===== config.mk =====
export PLATFORM = sky130hd
export DESIGN_NAME = branch_predict_unit_flat
export DESIGN_NICKNAME = d
export VERILOG_FILES = /design/src/rtl/branch_predict_unit_if.sv /design/src/rtl/branch_predict_unit.sv /design/src/flat_wrapper.sv
export SDC_FILE = /design/constraint.sdc
export NUM_CORES = 1
export LEC_CHECK = 0
export CAP_MARGIN = 20
export CORE_ASPECT_RATIO = 1.25
export CORE_UTILIZATION = 55
export CTS_BUF_LIST = sky130_fd_sc_hd__clkbuf_8
export CTS_CLUSTER_SIZE = 28
export DETAILED_ROUTE_END_ITERATION = 6
export PLACE_DENSITY = 0.79
export REMOVE_ABC_BUFFERS = 1
export SYNTH_ARGS = -nofsm -noshare
export SYNTH_HDL_FRONTEND = slang
export SYNTH_SLANG_ARGS = --single-unit

===== constraint.sdc =====
create_clock -name clk -period 13.5 [get_ports clk]
set_clock_uncertainty 0.1 [all_clocks]
set_input_delay 3.375 -clock clk [delete_from_list [all_inputs] [get_ports clk]]
set_output_delay 3.375 -clock clk [all_outputs]
set_load 0.01 [all_outputs]

===== src/rtl/branch_predict_unit_if.sv =====
// Fetch/resolve bundle for branch_predict_unit.
// Stats outputs appear only with BRANCH_STATS_EN.
interface branch_predict_unit_if #(
  parameter int XLEN = 32
);
  logic [XLEN-1:0] lookup_pc;
  logic            predict_taken;
  logic            ready;
  logic            res_valid;
  logic [XLEN-1:0] res_pc;
  logic            res_pred_taken;
  logic [2:0]      func3;
  logic            branch_operation;
  logic            jump_operation;
  logic            zero_flag;
  logic            SLT_flag;
  logic            SLTu_flag;
  logic            is_true;
  logic            mispredict;
`ifdef BRANCH_STATS_EN
  logic [31:0]     branch_count;
  logic [31:0]     mispredict_count;

  modport master (
    output lookup_pc, res_valid, res_pc,
    output res_pred_taken, func3,
    output branch_operation, jump_operation,
    output zero_flag, SLT_flag, SLTu_flag,
    input  predict_taken, ready,
    input  is_true, mispredict,
    input  branch_count, mispredict_count
  );

  modport slave (
    input  lookup_pc, res_valid, res_pc,
    input  res_pred_taken, func3,
    input  branch_operation, jump_operation,
    input  zero_flag, SLT_flag, SLTu_flag,
    output predict_taken, ready,
    output is_true, mispredict,
    output branch_count, mispredict_count
  );
`else
  modport master (
    output lookup_pc, res_valid, res_pc,
    output res_pred_taken, func3,
    output branch_operation, jump_operation,
    output zero_flag, SLT_flag, SLTu_flag,
    input  predict_taken, ready,
    input  is_true, mispredict
  );

  modport slave (
    input  lookup_pc, res_valid, res_pc,
    input  res_pred_taken, func3,
    input  branch_operation, jump_operation,
    input  zero_flag, SLT_flag, SLTu_flag,
    output predict_taken, ready,
    output is_true, mispredict
  );
`endif
endinterface


===== src/rtl/branch_predict_unit.sv =====
// Branch condition resolve plus 2-bit BHT predictor.
// Optional macro BRANCH_STATS_EN adds branch/mispredict counters.
module branch_predict_unit #(
  parameter int         XLEN        = 32,
  parameter int         BHT_ENTRIES = 64,
  parameter logic [1:0] CNT_INIT    = 2'b01
) (
  input  logic                  clk,
  input  logic                  rst,
  branch_predict_unit_if.slave  bus
);
  localparam int IDX_W = $clog2(BHT_ENTRIES);

  typedef enum logic {
    S_INIT,
    S_RUN
  } state_t;

  state_t           r_state;
  state_t           w_state_nxt;
  logic [IDX_W-1:0] r_init_idx;
  logic [IDX_W-1:0] w_init_idx_nxt;
  logic             w_init_we;
  logic             w_ready;
  logic [1:0]       r_bht [BHT_ENTRIES];
  logic [IDX_W-1:0] w_lk_idx;
  logic [IDX_W-1:0] w_res_idx;
  logic [1:0]       w_res_cnt;
  logic [1:0]       w_res_cnt_nxt;
  logic             w_legal;
  logic             w_is_true;
  logic             w_upd;
  logic             w_mis_nxt;
  logic             r_mispredict;
  logic             w_unused_pc;

  assign w_lk_idx  = bus.lookup_pc[IDX_W+1:2];
  assign w_res_idx = bus.res_pc[IDX_W+1:2];

  assign w_unused_pc = ^{bus.lookup_pc[XLEN-1:IDX_W+2],
                         bus.lookup_pc[1:0],
                         bus.res_pc[XLEN-1:IDX_W+2],
                         bus.res_pc[1:0]};

  // FSM state and init-index register
  always_ff @(posedge clk) begin
    if (rst) begin
      r_state    <= S_INIT;
      r_init_idx <= '0;
    end else begin
      r_state    <= w_state_nxt;
      r_init_idx <= w_init_idx_nxt;
    end
  end

  // FSM next state: sweep every entry once, then run
  always_comb begin
    w_state_nxt    = r_state;
    w_init_idx_nxt = r_init_idx;
    w_init_we      = 1'b0;
    w_ready        = 1'b0;
    unique case (r_state)
      S_INIT: begin
        w_init_we      = 1'b1;
        w_init_idx_nxt = r_init_idx + IDX_W'(1);
        if (r_init_idx == IDX_W'(BHT_ENTRIES - 1))
          w_state_nxt = S_RUN;
      end
      S_RUN:   w_ready = 1'b1;
      default: ;
    endcase
  end

  // Branch condition decode; branch wins over jump
  always_comb begin
    w_is_true = 1'b0;
    w_legal   = 1'b0;
    priority case (1'b1)
      bus.branch_operation: begin
        w_legal = 1'b1;
        case (bus.func3)
          3'b000: w_is_true = bus.zero_flag;
          3'b001: w_is_true = ~bus.zero_flag;
          3'b100: w_is_true = bus.SLT_flag;
          3'b101: w_is_true = ~(bus.zero_flag | bus.SLT_flag);
          3'b110: w_is_true = bus.SLTu_flag;
          3'b111: w_is_true = ~(bus.zero_flag | bus.SLTu_flag);
          default: w_legal  = 1'b0;
        endcase
      end
      bus.jump_operation: w_is_true = 1'b1;
      default: ;
    endcase
  end

  // Saturating next value for the resolved entry
  always_comb begin
    w_res_cnt     = r_bht[w_res_idx];
    w_res_cnt_nxt = w_res_cnt;
    if (w_is_true && w_res_cnt != 2'b11)
      w_res_cnt_nxt = w_res_cnt + 2'b01;
    else if (!w_is_true && w_res_cnt != 2'b00)
      w_res_cnt_nxt = w_res_cnt - 2'b01;
  end

  assign w_upd = w_ready & bus.res_valid & w_legal & ~rst;

  assign w_mis_nxt = w_ready & bus.res_valid
                   & (bus.branch_operation | bus.jump_operation)
                   & (w_is_true ^ bus.res_pred_taken);

  // BHT storage: init sweep or resolve update
  always_ff @(posedge clk) begin
    if (w_init_we && !rst)
      r_bht[r_init_idx] <= CNT_INIT;
    else if (w_upd)
      r_bht[w_res_idx] <= w_res_cnt_nxt;
  end

  // Registered mispredict pulse
  always_ff @(posedge clk) begin
    if (rst) r_mispredict <= 1'b0;
    else     r_mispredict <= w_mis_nxt;
  end

`ifdef BRANCH_STATS_EN
  logic [31:0] r_branch_count;
  logic [31:0] r_mispredict_count;
  logic        w_accept;

  assign w_accept = w_ready & bus.res_valid
                  & (bus.branch_operation | bus.jump_operation);

  // Wrapping event counters
  always_ff @(posedge clk) begin
    if (rst) begin
      r_branch_count     <= '0;
      r_mispredict_count <= '0;
    end else begin
      if (w_accept)
        r_branch_count <= r_branch_count + 32'd1;
      if (w_mis_nxt)
        r_mispredict_count <= r_mispredict_count + 32'd1;
    end
  end

  assign bus.branch_count     = r_branch_count;
  assign bus.mispredict_count = r_mispredict_count;
`endif

  assign bus.ready         = w_ready;
  assign bus.predict_taken = w_ready & r_bht[w_lk_idx][1];
  assign bus.is_true       = w_is_true;
  assign bus.mispredict    = r_mispredict;
endmodule


===== src/flat_wrapper.sv =====
// flat-port wrapper written by rule: the top's interface ports become plain ports
module branch_predict_unit_flat 
#(
  parameter int         XLEN        = 32,
  parameter int         BHT_ENTRIES = 64,
  parameter logic [1:0] CNT_INIT    = 2'b01
)
  (clk, rst, bus_lookup_pc, bus_res_valid, bus_res_pc, bus_res_pred_taken, bus_func3, bus_branch_operation, bus_jump_operation, bus_zero_flag, bus_SLT_flag, bus_SLTu_flag, bus_predict_taken, bus_ready, bus_is_true, bus_mispredict);
  branch_predict_unit_if #(.XLEN(XLEN)) bus_i ();
  input  logic clk;
  input  logic rst;
  input wire logic [$bits(bus_i.lookup_pc)-1:0] bus_lookup_pc;
  input wire logic [$bits(bus_i.res_valid)-1:0] bus_res_valid;
  input wire logic [$bits(bus_i.res_pc)-1:0] bus_res_pc;
  input wire logic [$bits(bus_i.res_pred_taken)-1:0] bus_res_pred_taken;
  input wire logic [$bits(bus_i.func3)-1:0] bus_func3;
  input wire logic [$bits(bus_i.branch_operation)-1:0] bus_branch_operation;
  input wire logic [$bits(bus_i.jump_operation)-1:0] bus_jump_operation;
  input wire logic [$bits(bus_i.zero_flag)-1:0] bus_zero_flag;
  input wire logic [$bits(bus_i.SLT_flag)-1:0] bus_SLT_flag;
  input wire logic [$bits(bus_i.SLTu_flag)-1:0] bus_SLTu_flag;
  output wire logic [$bits(bus_i.predict_taken)-1:0] bus_predict_taken;
  output wire logic [$bits(bus_i.ready)-1:0] bus_ready;
  output wire logic [$bits(bus_i.is_true)-1:0] bus_is_true;
  output wire logic [$bits(bus_i.mispredict)-1:0] bus_mispredict;
  assign bus_i.lookup_pc = bus_lookup_pc;
  assign bus_i.res_valid = bus_res_valid;
  assign bus_i.res_pc = bus_res_pc;
  assign bus_i.res_pred_taken = bus_res_pred_taken;
  assign bus_i.func3 = bus_func3;
  assign bus_i.branch_operation = bus_branch_operation;
  assign bus_i.jump_operation = bus_jump_operation;
  assign bus_i.zero_flag = bus_zero_flag;
  assign bus_i.SLT_flag = bus_SLT_flag;
  assign bus_i.SLTu_flag = bus_SLTu_flag;
  assign bus_predict_taken = bus_i.predict_taken;
  assign bus_ready = bus_i.ready;
  assign bus_is_true = bus_i.is_true;
  assign bus_mispredict = bus_i.mispredict;
  branch_predict_unit #(.XLEN(XLEN), .BHT_ENTRIES(BHT_ENTRIES), .CNT_INIT(CNT_INIT)) u_core (.clk(clk), .rst(rst), .bus(bus_i));
endmodule

== Word-level counts from Yosys, hierarchy flattened ==
Memory sizes are Yosys's and may differ from the RTL's.
Cells that the tools add are included.
Widths: inputs -> output; s select.
Storage, ports and cells
  bits in registers: 8
  memories kept: 1
  output and inout bits: 4
  memory bits (writable): 128
Memory list
  u_core.r_bht: words 64, bits a word 2, read ports 2, clocked after Yosys merged registers in 0, write ports 1, line branch_predict_unit.sv:25  | logic [1:0] r_bht [BHT_ENTRIES];
Operators by class
  mux-type cells: 19
  bitwise gates (word level): 14
  add/sub/neg operators: 3
  reduce and logical (&&, ||, !) cells: 9
  eq/ne operators: 7
Operators with widths (count)
  $mux 1: 14
  $eq 3x3->1 const B: 4
  $add 6x1->6 const B: 1
  $and 1x1->1: 6
  $eq 6x6->1 const B: 1
  $mux 2: 3
  $mux 6: 1
  $pmux 1 s6: 1
  $reduce_or 6->1: 1
  $not 1->1: 4
  $eq 3x1->1 const B: 1
  $logic_and 1x1->1: 3
  $logic_not 3->1: 1
  $or 1x1->1: 3
  $add 2x1->2 const B: 1
  $logic_not 1->1: 2
  $ne 2x2->1 const B: 1
  $reduce_bool 2->1: 1
  $reduce_or 2->1: 1
  $sub 2x1->2 const B: 1
  $xor 1x1->1: 1

== Longest topological paths before layout ==
Gate-level depths: netlist (run 1).
  depth after elaboration: 11
  depth in mapped cells: 14
  mapped depth without buffers: 10

== Worst setup path after synthesis (run 1) ==
No wires, ideal clock.
  kind: input -> register
  start: input bus_res_pc[2]
  end: memory u_core.r_bht[0][1] (data pin)
  data required time: 12632 ps
  slack: 4221 ps
  setup time: 768 ps
  buffers on the path: 1
  cell stages on the path: 10
  data arrival time: 8411 ps
  cells stage by stage: buf_6 mux4_2 mux2_2 a221oi_1 nor4_1 a41oi_2 inv_1 ha_1 or3_1 a311oi_1
Between the ends
  cells in the longest elaborated chain, start to end: 6
Ends and longest elaborated chain
  from (decl): line flat_wrapper.sv:14  | input wire logic [$bits(bus_i.res_pc)-1:0] bus_res_pc;
  $mem_v2 64x2 (*)
  branches (longest 3 deep; another with $sub 2x1->2)
  $mux 2 (*): line branch_predict_unit.sv:100  | if (w_is_true && w_res_cnt != 2'b11)
  $mux 2 (no source line) (*)
  to (decl): line branch_predict_unit.sv:25
Every way passes the cells marked *.

== Worst setup path after layout (run 1) ==
  start: input bus_lookup_pc[2]
  end: output bus_predict_taken
Between the ends
  cells in the longest elaborated chain, start to end: 2
Ends and longest elaborated chain
  from (decl): line flat_wrapper.sv:12  | input wire logic [$bits(bus_i.lookup_pc)-1:0] bus_lookup_pc;
  $mem_v2 64x2
  $and 1x1->1: line branch_predict_unit.sv:152  | assign bus.predict_taken = w_ready & r_bht[w_lk_idx][1];
  to (decl): line flat_wrapper.sv:22  | output wire logic [$bits(bus_i.predict_taken)-1:0] bus_predict_taken;
No other way between the ends.

==> flow_summary.toml, run 1 <==
[cells_and_area]
fin_nets = 557
seq_area_um2 = 4004
multi_input_area_um2 = 2476
fillers = 840
syn_to_final_growth_pct = 10.82
fin_area_um2 = 7371
drive_gt1_share_pct = 16.53
diodes = 0

[timing]
hold_ws_ns = 0.4523
rsz0062_at_grt = "no"
relSlewSlack_pct = 24.70
hold_viol = 0
finalSetupViolCount = 0
drv_slew = 0
max_clock_freq_mhz = 100.6
tns_ns = 0
period_share_pct = 73.61
worstMarginPinSlew_ns = 1.129
min_period_ns = 9.937

[clock_network]
clk_pin_slew_ns = 0.07
post_cts_buffers = 0
cts_sinks = 136
clk_latency_ns = 0.45
numCtsBuffers = 17
cts_htree_levels = 4
cts_resized = 0
cts_tree = "built"
clockBufferDepth = 2
cts_root_buf = "clkbuf_8"
ctsHoldBuffers = 0

[placement]
place_area_um2 = 7014
io_buffers = 27
place.gp.congestion = 0.8310
dpl.hpwl_um = 9651

[synthesis]
synth_top_area_share_pct = 57.79
ys_types = 52
synthArstFlopShare_pct = 0
synth_top_cell_by_area = "edfxtp_1"
synth-seq-cells = 136
seq_area_frac_synth_pct = 60.20
synth_edf_count = 128
avgSynthCellArea_um2 = 14.75
syn-cell-area_um2 = 6651
synth_area_leaders = "edfxtp_1, mux4_2, mux4_1"
yosys_warnings = 0
synthFlopType = "edfxtp_1"
syn-instance-count = 451

[critical_path]
crit_family = "buffers and inverters"
critPathKind = "in -> out"
slowest_stage = "clkdlybuf4s50_1"
crit_required_ns = 10.02
cp_common_cell = "clkdlybuf4s50_1"
critPathBufInv = 3
critPathMaxFanout = 12
timing.critical_path.cells = "clkdlybuf4s50_1, buf_16, mux4_1, mux4_2, mux2_2, o211a_1, clkdlybuf4s50_1"
crit_path_start_kind = "input port"
cp-end-kind = "output pin"
arrival_ns = 6.46
cpPeakStageDelay_ns = 0.78

[global_route]
grt_max_degree = 65
grt_use_met3_pct = 5.478
grt_pass1_vias = 4135
grt_use_met1_pct = 32.65
grt.busiest_layer = "met2"
antenna_found_initial = 0
overflow = 0
grt_use_total_pct = 25.81
grt_pass1_wl_um = 23320
grtUsageMet2_pct = 41.02

[power]
finalPower_mw = 0.7972
p_leak_nw = 2.699
power.density_nw_per_um2 = 108.2
ir_drop_mv = 0.05013

[floorplan]
die_height_um = 125.0
die_w_um = 100.4
num_rows = 44
initial_core_util_pct = 56.72
ioPinCount = 80
core-area_um2 = 11730
die_area_um2 = 12540

[detailed_routing]
first_pass_iters = 5
route.vias.total = 4194
wl_per_cell_um = 23.39
drt-initial-drc-count = 400
vias_per_cell = 6.442
drcViolationCount = 0
drt-total-wl_um = 15230
drtAntennaViolNets = 0

[run_status]
status = "finished clean"

[min_path]
hold_class = "reg -> reg"

[flow_run]
maxCapViolCount = 0
==> worst reg2reg max path: stages, from the launching register on <==
cell      delay [ns]
edfxtp_1        0.41
mux4_2          0.48
mux2_2          0.29
a221oi_1        0.37
nor4_1          0.12
a41oi_2         0.30
ha_1            0.32
or3_1           0.39
a311oi_4        0.30
buf_4           0.53
==> report_power, final <==
group          switching [mW]  internal (mW)  leakage, nW
sequential            0.00176          0.455         1.49
clock                   0.157          0.123        0.162
combinational          0.0335         0.0265         1.05
total                   0.192          0.605         2.70
==> cell families after synthesis <==
| kind of cell | after synthesis | share of synthesized area (%) |
|---|---|---|
| AND/OR/NAND/NOR | 154 | 10.65 |
| buffers and inverters | 35 | 3.029 |
| flip-flops | 136 | 60.20 |
| adder cells (fa/ha/maj) | 3 | 0.5644 |
| AO/OA/AOI/OAI | 45 | 4.703 |
| multiplexers | 74 | 20.33 |
| XOR/XNOR | 4 | 0.5268 |
==> synthesized netlist by cell type, types with 2 or more instances <==
library cell,instances
or2_2,3
nor3_1,19
mux2i_1,23
buf_2,4
a22oi_1,6
buf_1,3
mux2_2,7
a221oi_1,2
ha_1,3
nor2b_1,9
a31oi_1,4
o21ai_0,8
o211a_1,2
or3_1,3
a21oi_1,10
nor3b_1,2
xor2_1,3
inv_1,10
buf_6,3
mux4_1,14
mux4_2,30
dfxtp_1,8
nor2_1,66
nand3_1,9
buf_8,2
edfxtp_1,128
nand3b_1,3
nand2b_1,7
nand2_1,27
clkbuf_1,11
==> final cells by class <==
type                    count  share of cell area (%)
well taps                 161                   2.733
clock inverters            14                   1.188
flip-flops and latches    136                   54.32
clock buffers              17                   3.174
inverters                  10                  0.5093
multi-input cells         280                   33.59
repair buffers             33                   4.481
==> placed cells by master, fill, tap and decap left out, types with 2 or more instances in the layout <==
| cell | synthesis | layout |
|---|---|---|
| a31oi_1 | 4 | 4 |
| o21ai_0 | 8 | 8 |
| clkinv_2 | 0 | 5 |
| a21oi_1 | 10 | 10 |
| dfxtp_1 | 8 | 8 |
| inv_6 | 0 | 2 |
| mux2_2 | 7 | 7 |
| nor3_1 | 19 | 19 |
| buf_4 | 1 | 5 |
| nor3b_1 | 2 | 2 |
| mux2i_1 | 23 | 22 |
| a221oi_1 | 2 | 2 |
| nor2_1 | 66 | 66 |
| mux4_2 | 30 | 30 |
| clkdlybuf4s50_1 | 0 | 26 |
| or3_1 | 3 | 3 |
| nand3b_1 | 3 | 3 |
| edfxtp_1 | 128 | 128 |
| xor2_1 | 3 | 3 |
| clkinvlp_4 | 0 | 5 |
| mux4_1 | 14 | 14 |
| ha_1 | 3 | 3 |
| nand2_1 | 27 | 27 |
| a22oi_1 | 6 | 6 |
| nand2b_1 | 7 | 7 |
| clkbuf_8 | 0 | 17 |
| inv_1 | 10 | 12 |
| nand3_1 | 9 | 9 |
| nor2b_1 | 9 | 9 |
| o211a_1 | 2 | 2 |
| or2_2 | 3 | 3 |
==> routing by layer <==
metal | vias to the layer above | share of wire, %
met3 | 55 | 6.6
met1 | 2080 | 39
met5 | - | 0
met2 | 229 | 49
met4 | 0 | 5.7
li1 | 1830 | -
==> final timing paths <==
check | startpoint | end | slack (ns) | cells after the start
worst min register to register | u_core.r_init_idx[5] | u_core.r_init_idx[5] | 0.45 | 2
worst max-delay path | bus_lookup_pc[2] | bus_predict_taken | 3.56 | 7
worst max register to register | u_core.r_bht[14][1] | u_core.r_bht[56][1] | 9.57 | 9
worst min-delay path | u_core.r_init_idx[5] | u_core.r_init_idx[5] | 0.45 | 2
==> stage by stage <==
stage | instances | utilization [%] | setup slack (ns)
after floorplan | 426 | - | 4.405
after global placement | 618 | 59.82 | 3.203
after detailed placement | 618 | 59.82 | 3.272
after CTS | 649 | 62.56 | 3.250
after global routing | 651 | 62.86 | 3.505
final | 651 | 62.86 | 3.563
==> state kept, by name (all words and copies together) (netlist names) <==
register and cells:
u_core.bus.mispredict 1, u_core.r_bht 128, u_core.r_init_idx 6, u_core.r_state 1
No activity file was read; power rests on OpenSTA's default activity.
==> run 2, diff against run 1 <==
==> constraint.sdc (replaced) <==
create_clock -name clk -period 10.2 [get_ports clk]
set_clock_uncertainty 0.1 [all_clocks]
set_input_delay 2.55 -clock clk [delete_from_list [all_inputs] [get_ports clk]]
set_output_delay 2.55 -clock clk [all_outputs]
set_load 0.01 [all_outputs]
==> run 2 against run 1 <==
Net effect: final cell count decreased by 0.15%; core utilization increased by 0.085 points; clock-buffer cell count unchanged; clock power increased by 44%; largest power group unchanged.
==> flow_summary.toml, run 2 (synthesis gave the netlist of run 1 again) <==
[floorplan]
core-area_um2 = 11730
die_w_um = 100.4
initial_core_util_pct = 56.72
ioPinCount = 80
die_area_um2 = 12540
die_height_um = 125.0
num_rows = 44

[clock_network]
numCtsBuffers = 17
cts_resized = 0
cts_htree_levels = 4
cts_root_buf = "clkbuf_8"
clockBufferDepth = 2
post_cts_buffers = 0
cts_tree = "built"
ctsHoldBuffers = 0
clk_pin_slew_ns = 0.07
cts_sinks = 136
clk_latency_ns = 0.45

[detailed_routing]
route.vias.total = 4157
drt-initial-drc-count = 376
vias_per_cell = 6.395
drt-total-wl_um = 14810
drcViolationCount = 0
drtAntennaViolNets = 0
first_pass_iters = 5
wl_per_cell_um = 22.78

[placement]
dp.cells = 619
dpl.hpwl_um = 9710
place.gp.congestion = 0.8348
io_buffers = 27

[power]
power.density_nw_per_um2 = 147.2
p_leak_nw = 2.721
ir_drop_mv = 0.07398

[cells_and_area]
largest_register = "u_core.r_bht"
diodes = 0
largestRegisters = "u_core.r_bht (128), u_core.r_init_idx (6)"
largest_reg_flops = 128
drive_gt1_share_pct = 15.54
fin_cells = 650
final_cell_mix = "edfxtp_1, nor2_1, mux4_2, nand2_1, clkdlybuf4s50_1"
fin_nets = 557
syn_to_final_growth_pct = 10.97
final_common_cell = "edfxtp_1"

[critical_path]
arrival_ns = 5.54
crit_required_ns = 7.55
critPathMaxFanout = 16
worst-r2r-setup-slack_ns = 6.26
cp-end-kind = "output pin"
critPathKind = "in -> out"
crit_path_start_kind = "input port"

[global_route]
grt_pass1_vias = 4133
grt_pass1_wl_um = 22700
grt_max_degree = 65
antenna_found_initial = 0
overflow = 0
grt_use_total_pct = 24.99

[timing]
hold_viol = 0
finalSetupViolCount = 0
tns_ns = 0
worstMarginPinSlew_ns = 1.139
rsz0062_at_grt = "no"
max_clock_freq_mhz = 122.2
relSlewSlack_pct = 24.06
period_share_pct = 80.25
drv_slew = 0
min_period_ns = 8.186

[min_path]
hold_class = "reg -> reg"

[run_status]
status = "finished clean"

[flow_run]
maxCapViolCount = 0
-- run 2: cell count changes in the layout (fill, tap and decap cells not counted) --
cell / before / now
buf_16: 1 / 0
buf_4: 5 / 6
bufinv_16: 0 / 2
clkinv_1: 0 / 2
clkinv_2: 5 / 2
clkinv_4: 0 / 1
clkinvlp_4: 5 / 1
inv_1: 12 / 14
inv_6: 2 / 1
-- run 2: final cells by class --
type / count / area [um2]
Clock buffer: 17 / 234.0
Clock inverter: 13 / 117.6
Fill cell: 828 / 4345
Inverter: 10 / 37.54
Multi-Input combinational cell: 280 / 2476
Sequential cell: 136 / 4004
Tap cell: 161 / 201.4
Timing Repair Buffer: 33 / 310.3
-- run 2: power by group --
group          leakage (nW)  internal (mW)  switching [mW]
Combinational          1.04         0.0343          0.0429
Sequential             1.49          0.603         0.00232
Clock                 0.192          0.209           0.195
Total                  2.72          0.846           0.240
-- run 2: path summary, 6_finish.rpt --
path,depth (start not counted),to,startpoint
worst max register to register,9,u_core.r_bht[57][1],u_core.r_bht[11][1]
worst min-delay path,2,u_core.r_init_idx[5],u_core.r_init_idx[5]
worst min register to register,2,u_core.r_init_idx[5],u_core.r_init_idx[5]
worst max-delay path,6,bus_predict_taken,bus_lookup_pc[3]
-- run 2: per-layer routing --
layer	wire (um)	global-route usage, %
met1	5662	30.71
met2	7287	40.33
met3	1139	6.372
met4	717	13.81
met5	0	0
-- run 2: stage by stage --
step           setup slack (ns)  instance area (um2)  util (%)  power [mW]  hold slack (ns)
6_report                  2.014                 7381     62.94       1.086           0.4616
2_1_floorplan             1.930                 6487         -      0.6552           0.3867
4_1_cts                   1.995                 7373     62.88       1.088           0.4538
3_5_place_dp              2.049                 7022     59.88      0.6934           0.4455
5_1_grt                   1.967                 7381     62.94       1.115           0.4944
3_3_place_gp              1.987                 7022     59.88      0.6923           0.4210
-- run 2: critical path: stages --
cell and delay, ns:
clkdlybuf4s50_1 1.05, mux4_1 0.44, mux4_2 0.51, mux2_2 0.30, o211a_1 0.20, clkdlybuf4s50_1 0.48
==> run 3, diff against run 2 <==
==> constraint.sdc (replaced) <==
create_clock -name clk -period 8.45 [get_ports clk]
set_clock_uncertainty 0.1 [all_clocks]
set_input_delay 2.1125 -clock clk [delete_from_list [all_inputs] [get_ports clk]]
set_output_delay 2.1125 -clock clk [all_outputs]
set_load 0.01 [all_outputs]
==> run 3 against run 2 <==
Net effect: sequential power up 21%; non-clock buffer count up 3; global-route usage up 1.7 points; wire length increased by 6.6%; setup slack got worse by 1.1 ns; critical path depth grew 2; sequential cell count stayed put; clock power up 41%; power is 29% higher; first-iteration DRC count rose by 24%; register-to-register slack got worse by 1.8 ns; critical endpoint unchanged; highest routed layer unchanged.
==> flow_summary.toml, run 3 (synthesis gave the netlist of run 1 again) <==
[clock_network]
clk_latency_ns = 0.45
cts_sinks = 136
clockBufferDepth = 2
clk_pin_slew_ns = 0.07
cts_htree_levels = 4
cts_root_buf = "clkbuf_8"
numCtsBuffers = 17
ctsHoldBuffers = 0
cts_resized = 0
post_cts_buffers = 0
cts_tree = "built"

[critical_path]
arrival_ns = 5.34
worst-r2r-setup-slack_ns = 4.49
cp-end-kind = "output pin"
critPathMaxFanout = 11
crit_required_ns = 6.24
crit_path_start_kind = "input port"
critPathKind = "in -> out"
r2r_cells = 9

[placement]
place.gp.congestion = 0.8697
place_area_um2 = 7037
io_buffers = 27
dpl.hpwl_um = 10140

[global_route]
grt_pass1_wl_um = 24020
grt_max_degree = 65
antenna_found_initial = 0
grt_use_total_pct = 26.69
grt_pass1_vias = 4352
overflow = 0

[floorplan]
die_area_um2 = 12540
ioPinCount = 80
die_w_um = 100.4
die_height_um = 125.0
initial_core_util_pct = 56.72
num_rows = 44
core-area_um2 = 11730

[timing]
relSlewSlack_pct = 32.79
min_period_ns = 7.550
hold_viol = 0
worstMarginPinSlew_ns = 1.005
drv_slew = 0
period_share_pct = 89.35
finalSetupViolCount = 0
tns_ns = 0
max_clock_freq_mhz = 132.4
rsz0062_at_grt = "no"

[cells_and_area]
fillers = 828
fin_nets = 560
largest_register = "u_core.r_bht"
fin_area_um2 = 7483
largest_reg_flops = 128
final_cell_mix = "edfxtp_1, nor2_1, mux4_2, nand2_1, clkdlybuf4s50_1"
drive_gt1_share_pct = 16.60
largestRegisters = "u_core.r_bht (128), u_core.r_init_idx (6)"
fin_util_pct = 63.82
final_common_cell = "edfxtp_1"
diodes = 0
syn_to_final_growth_pct = 12.51

[detailed_routing]
wl_per_cell_um = 24.09
drtAntennaViolNets = 0
drt-initial-drc-count = 466
route.vias.total = 4297
drcViolationCount = 0
first_pass_iters = 5
vias_per_cell = 6.560
drt-total-wl_um = 15780

[power]
p_leak_nw = 2.762
ir_drop_mv = 0.08530
power.density_nw_per_um2 = 186.6

[run_status]
status = "finished clean"

[min_path]
worstHoldPathCells = 2
hold_class = "reg -> reg"

[flow_run]
maxCapViolCount = 0
## run 3: report_power, final
part	internal (mW)	switching, mW	total [mW]	leakage [nW]
Combinational	0.0424	0.0556	0.0980	1.06
Clock	0.317	0.251	0.568	0.215
Sequential	0.728	0.00280	0.730	1.49
Total	1.09	0.310	1.40	2.76
## run 3: layout make-up
class                           instances  area (um2)  area share, %
Clock buffer                           17       234.0          3.127
Timing Repair Buffer                   36       345.3          4.615
Sequential cell                       136        4004          53.50
Clock inverter                         15       185.2          2.475
Multi-Input combinational cell        280        2476          33.09
Inverter                               10       37.54         0.5016
Tap cell                              161       201.4          2.692
## run 3: worst paths after layout
kind	startpoint	end
worst min-delay path	u_core.r_init_idx[5]	u_core.r_init_idx[5]
worst min register to register	u_core.r_init_idx[5]	u_core.r_init_idx[5]
worst max-delay path	bus_lookup_pc[2]	bus_predict_taken
worst max register to register	u_core.r_bht[14][1]	u_core.r_bht[15][1]
## run 3: through the flow
step / hold slack [ns] / power, mW / setup WS, ns / instances
5_1_grt: 0.5258 / 1.431 / 0.8541 / 655
3_5_place_dp: 0.4447 / 0.8405 / 0.9339 / 621
2_1_floorplan: 0.3867 / 0.7909 / 0.6177 / 426
4_1_cts: 0.4657 / 1.396 / 0.9338 / 653
6_report: 0.4799 / 1.396 / 0.8996 / 655
3_3_place_gp: 0.4202 / 0.8377 / 0.9374 / 621
## run 3: layer usage
layer	track usage [%]	wire length [um]	vias up
li1	-	-	1841
met1	32.24	5802	2119
met2	43.80	7957	281
met3	6.819	1409	56
met4	14.41	612	0
met5	0	0	-
## run 3: worst max-delay path, stage by stage
cell	delay, ns
clkdlybuf4s50_1	1.00
buf_4	0.32
mux4_1	0.60
mux4_2	0.51
mux2i_1	0.14
nand2_1	0.07
o211a_1	0.12
clkdlybuf4s50_1	0.47
==> RTL change 1 (flow settings as in run 3) <==
`BHT_ENTRIES` is set to 64 in 2 places; all go to 128.
--- a/src/rtl/branch_predict_unit.sv
+++ b/src/rtl/branch_predict_unit.sv
@@ -2,7 +2,7 @@
 // Optional macro BRANCH_STATS_EN adds branch/mispredict counters.
 module branch_predict_unit #(
   parameter int         XLEN        = 32,
-  parameter int         BHT_ENTRIES = 64,
+  parameter int         BHT_ENTRIES = 128,
   parameter logic [1:0] CNT_INIT    = 2'b01
 ) (
   input  logic                  clk,
--- a/src/flat_wrapper.sv
+++ b/src/flat_wrapper.sv
@@ -2,7 +2,7 @@
 module branch_predict_unit_flat 
 #(
   parameter int         XLEN        = 32,
-  parameter int         BHT_ENTRIES = 64,
+  parameter int         BHT_ENTRIES = 128,
   parameter logic [1:0] CNT_INIT    = 2'b01
 )
   (clk, rst, bus_lookup_pc, bus_res_valid, bus_res_pc, bus_res_pred_taken, bus_func3, bus_branch_operation, bus_jump_operation, bus_zero_flag, bus_SLT_flag, bus_SLTu_flag, bus_predict_taken, bus_ready, bus_is_true, bus_mispredict);
Function: same outputs for any inputs over 10 cycles, from zero or initial values and one cycle with rst high; that may be too few to reach the edited logic, so the function may still have changed.
==> RTL change 1 against run 3 <==
Setup slack improved by 0.43 ns. Sequential cell count rose by 129. Area after synthesis rose by 88%. Utilization fell by 2.8 points. Design area rose by 82%. Total power rose by 78%. Final cell count rose by 75%. Wire length rose by 85%. Register-to-register slack improved by 0.12 ns.
==> RTL change 1: results (changes against run 3) <==
Global routing:
- The initial antenna violation count is 0 (unchanged).
- The number of global-route vias before repair is 7413 (+70%).
- The first-pass GRT wire length is 43500 um (+81%).
- The global routing usage summed across all routing layers came to 26.0% (-0.66 points).
- The largest net degree at the start of global routing is 129 (+98%).

Hold path:
- The classification of the worst-slack hold path is register to register.
- The worst hold path begins at u_core.r_init_idx[0].

CTS:
- The clock-pin slew of the registers on the worst-case setup and hold paths is 0.07 ns (about the same).
- The post-CTS resize count is 0 (unchanged).
- The number of buffers added for setup after CTS is 0 (unchanged).
- The H-tree depth was 2 (-2).
- The worst-skew pair later-pin latency was 0.55 ns (+0.10 ns).
- The number of buffers between clock root and the deepest sink is 3 (+1).
- The number of clock buffers inserted by TritonCTS is 39 (+22).
- Clock tree synthesis selected as its root buffer the cell clkbuf_8.

Routing:
- The average detailed-routed wire length per instance is 25.4 um (+5.5%).
- The detailed-routing iteration count for the pre-antenna-repair pass came to 7 (+2).
- The DRC marker count from the first detailed-route iteration is 914 (+96%).
- The detailed-route via count came to 7540 (+75%).

Synth:
- After synthesis, the cell types taking the most area are edfxtp_1, mux4_2, mux2i_1.
- The async set-reset flop share out of synthesis is 0% (unchanged).
- Sorting the synthesized cells by how often they occur yields edfxtp_1, nor2_1, mux4_2, mux2i_1, clkbuf_1.
- The number of distinct library cells after synthesis was 50 (-3.8%).
- The warning count from the yosys run is 0 (unchanged).
- The number of synthesized flops with an enable pin came to 256 (+100%).
- The share of the yosys chip area belonging to registers is 62.9% (+2.7 points).
- The most used flip-flop cell after synthesis is edfxtp_1.

Finish:
- The largest registers in the layout are u_core.r_bht x256, u_core.r_init_idx x7.
- The net count of the finished layout is 917 (+64%).
- The share of layout cells above drive strength 1 is 18.7% (+2.1 points).
- The count of antenna diodes in the layout is 0 (unchanged).
- The total of fill cells in the finished design is 1641 (+98%).

Worst setup path:
- On the critical path the largest part of the delay comes from buffers and inverters.
- The largest fanout on the critical path is 21 (+10).
- Tracing the worst setup path back leads to its startpoint at bus_lookup_pc[3].
- The setup slack of the most critical reg-to-reg path is 4.61 ns (+0.12 ns).
- The arrival time of data at the critical path endpoint is 4.90 ns (-0.44 ns).
- The highest-delay cell along the critical path is mux4_2.
- In this run the critical register-to-register path is launched from u_core.r_bht[127][0].
- The largest stage delay on the critical path came to 0.54 ns (-0.46 ns).

Status:
- The run finished with clean final reports.

Place:
- The quantity of I/O buffers inserted on ports is 29 (+7.4%).
- The sum of net half-perimeters after detailed placement is 18300 um (+80%).
- The final weighted congestion of routability-driven global placement was 0.929 (+6.8%).
- The worst setup timing slack at the placement stage is 1.35 ns (+0.420 ns).

STA:
- The top achievable clock speed is 0.141 GHz (+6.1%).
- The worst slew margin relative to its limit is 25.8% (-7.0 points).
- The worst hold slack after final layout was 0.542 ns (+0.0619 ns).

Power:
- The leakage power came to 0.00493 uW (+78%).
- The worst supply voltage drop on vdd is 122 uV (+43%).
-- RTL change 1: metal layers --
metal	track usage, %	part of all wire, %	wire length (um)
met1	34.0	38	11100
met4	11.2	3.9	1150
met5	0	0	0
met3	4.00	7.7	2240
met2	43.4	50	14700
-- RTL change 1: worst paths after layout --
| check | endpoint | cells after the start |
|---|---|---|
| hold reg to reg | u_core.r_init_idx[0] | 2 |
| setup reg to reg | u_core.r_bht[82][0] | 12 |
| hold / removal | u_core.r_init_idx[0] | 2 |
| setup / recovery | bus_predict_taken | 9 |
-- RTL change 1: final cells by class --
class,count,area share [%]
clock buffers,40,4.05
multi-input cells,483,31.4
inverters,7,0.193
clock inverters,29,0.975
repair buffers,42,2.90
flip-flops and latches,265,57.9
well taps,283,2.60
-- RTL change 1: logic make-up after synthesis --
group	Yosys count	share of synthesized area [%]
compound gates	74	3.95
xor+xnor	6	0.420
fa+ha+maj	3	0.300
buf+inv	77	3.04
flops	265	62.9
mux	150	20.4
simple gates	250	9.00
-- RTL change 1: stage by stage --
step	std cells	cell area, um2	TNS, ns
final	1149	13600	0
after global routing	1149	13600	0
after CTS	1149	13600	0
after detailed placement	1080	12900	0
after global placement	1080	12900	0
after floorplan	755	12200	-17.61
-- RTL change 1: where the power goes --
group          switching (uW)  leakage, uW  total, uW  internal [uW]
combinational            92.3      0.00155        152           59.4
clock                     471     0.000410        915            444
sequential               3.75      0.00297       1420           1420
-- RTL change 1: worst reg2reg max path: stages (launching register included) --
cell and delay (ns):
edfxtp_1 0.36, mux4_2 0.49, mux4_2 0.52, nor2_1 0.10
a2111oi_0 0.10, a21oi_2 0.20, nand3_2 0.17, inv_1 0.09
ha_1 0.18, mux2i_1 0.10, and2_1 0.20, mux2i_4 0.52
buf_4 0.48
==> RTL change 2 (settings of run 3) <==
Made on the original files. Put a register stage on the output `bus.predict_taken`, without a reset. The value now appears one clock later.
--- a/src/rtl/branch_predict_unit.sv
+++ b/src/rtl/branch_predict_unit.sv
@@ -149,7 +149,9 @@
 `endif
 
   assign bus.ready         = w_ready;
-  assign bus.predict_taken = w_ready & r_bht[w_lk_idx][1];
+  always_ff @(posedge clk) begin
+    bus.predict_taken <= w_ready & r_bht[w_lk_idx][1];
+  end
   assign bus.is_true       = w_is_true;
   assign bus.mispredict    = r_mispredict;
 endmodule
Function: same outputs for any inputs over 10 cycles, from zero or initial values and one cycle with rst high; that may be too few to reach the edited logic, so the function may still have changed.
==> RTL change 2 against run 3 <==
Utilization fell by 0.37 points. Total power fell by 3.0%. Setup slack improved by 1.0 ns. Sequential cell count rose by 1. Area after synthesis fell by 0.30%. Sequential power rose by 0.7%. Wire length fell by 4.5%. Critical path type is now primary input to register. Design area fell by 1.1%.
==> RTL change 2: results (changes against run 3) <==
Status:
- The flow ran to the end, and the final reports show no timing, DRC or antenna violations.

Global routing:
- The initial antenna violation count was 0 (unchanged).
- The number of global-route vias before repair is 4154 (-4.5%).
- The first-pass GRT wire length is 23500 um (-2.3%).
- The largest net degree at the start of global routing is 65 (unchanged).
- The global routing usage summed across all routing layers came to 26.3% (-0.43 points).

CTS:
- The number of buffers added for setup after CTS is 0 (unchanged).
- Clock tree synthesis selected as its root buffer the cell clkbuf_8.
- The number of buffers between clock root and the deepest sink is 2 (unchanged).
- The worst-skew pair later-pin latency is 0.44 ns.
- The post-CTS resize count is 0 (unchanged).
- The number of clock buffers inserted by TritonCTS was 17 (unchanged).
- Clock-pin slew was measured on the worst setup and hold paths at 0.08 ns.

Place:
- The number of cells in the design after placement is 607 (-2.3%).
- The final weighted congestion of routability-driven global placement came to 0.871 (+0.14%).
- The sum of net half-perimeters after detailed placement was 9920 um (-2.2%).
- The quantity of I/O buffers inserted on ports is 27 (unchanged).
- The placement-stage cell area was 0.00702 mm2 (-0.30%).
- The worst setup timing slack at the placement stage was 1.48 ns (+0.547 ns).

STA:
- The final max-slew violation count is 0 (unchanged).
- The slew of the pin with the lowest slew margin came to 1.16 ns (+0.155 ns).
- The worst hold slack after final layout is 0.501 ns (+0.0214 ns).
- The least setup slack across all paths after layout was 1.92 ns (+1.02 ns).

Power:
- The worst supply voltage drop on vdd is 95.5 uV (+12%).
- The leakage power is 0.00276 uW (about the same).

Finish:
- The net count of the finished layout came to 544 (-2.9%).
- The count of antenna diodes in the layout is 0 (unchanged).
- The final non-filler cell total came to 639 (-2.4%).
- The share of layout cells above drive strength 1 is 17.6% (+0.97 points).
- In the final layout, the registers with the most flip-flops are u_core.r_bht x128, u_core.r_init_idx x6.

Worst setup path:
- The largest fanout on the critical path came to 42 (+31).
- The setup slack of the most critical reg-to-reg path came to 4.35 ns (-0.14 ns).

Synth:
- The average cell area after synthesis came to 15.2 um2 (+2.9%).
- The number of synthesized flops with an enable pin is 128 (unchanged).
- After synthesis, the cell types taking the most area are edfxtp_1, mux4_2, mux4_1.
- The warning count from the yosys run is 0 (unchanged).
- Ranked by instance count, the synthesized netlist is headed by edfxtp_1, nor2_1, mux4_2, mux2i_1, nand2_1.
- The async set-reset flop share out of synthesis is 0% (unchanged).
- The share of the yosys chip area belonging to registers is 60.7% (+0.48 points).
- The number of distinct library cells after synthesis is 46 (-12%).

Routing:
- The DRC marker count from the first detailed-route iteration was 373 (-20%).
- The detailed-route via count was 4099 (-4.6%).
- The final routed wirelength across all metal layers is 15100 um (-4.5%).

Hold path:
- The classification of the worst-slack hold path is register to register.
-- RTL change 2: final timing paths --
kind                         from                    to  depth (start not counted)
max reg2reg    u_core.r_bht[2][1]   u_core.r_bht[42][0]                         11
min          u_core.r_init_idx[0]  u_core.r_init_idx[0]                          2
max                 bus_res_pc[3]   u_core.r_bht[42][0]                         13
min reg2reg  u_core.r_init_idx[0]  u_core.r_init_idx[0]                          2
-- RTL change 2: per-layer routing --
metal	wire (um)	GRT usage, %
met2	7460	42.5
met5	0	0
met4	920	16.3
met3	982	5.11
met1	5710	32.3
-- RTL change 2: kinds of logic (layout without fill, tap and decap cells) --
group,after synthesis,count (layout),share of synthesized area [%]
xor gates and xnor gates,5,5,0.660
adders and majority gates,3,3,0.566
DFF,137,137,60.7
muxes,72,72,20.8
and+or+nand+nor,134,134,9.19
AOI/OAI and AO/OA,50,50,5.21
buffers and inverters,36,77,2.91
-- RTL change 2: critical path: stages --
cell	delay, ns
clkdlybuf4s50_1	0.92
buf_4	0.39
mux4_2	0.36
mux4_2	0.54
a2bb2oi_1	0.16
nand3b_1	0.17
and2_1	0.19
ha_1	0.18
inv_1	0.07
a211oi_1	0.30
a211oi_1	0.14
o21ai_4	0.82
buf_4	0.34
-- RTL change 2: where the power goes --
part | internal (uW) | switching [uW] | total [uW] | leakage [uW]
combinational | 42.3 | 52.9 | 95.3 | 0.00106
clock | 244 | 280 | 524 | 0.000198
sequential | 732 | 2.99 | 735 | 0.00150
total | 1020 | 336 | 1350 | 0.00276
-- RTL change 2: layout make-up --
cell class	instances	area, um2
Multi-Input combinational cell	264	2430
Tap cell	161	201
Timing Repair Buffer	34	318
Inverter	11	41.3
Sequential cell	137	4020
Clock inverter	15	155
Clock buffer	17	234
Fill cell	825	4270
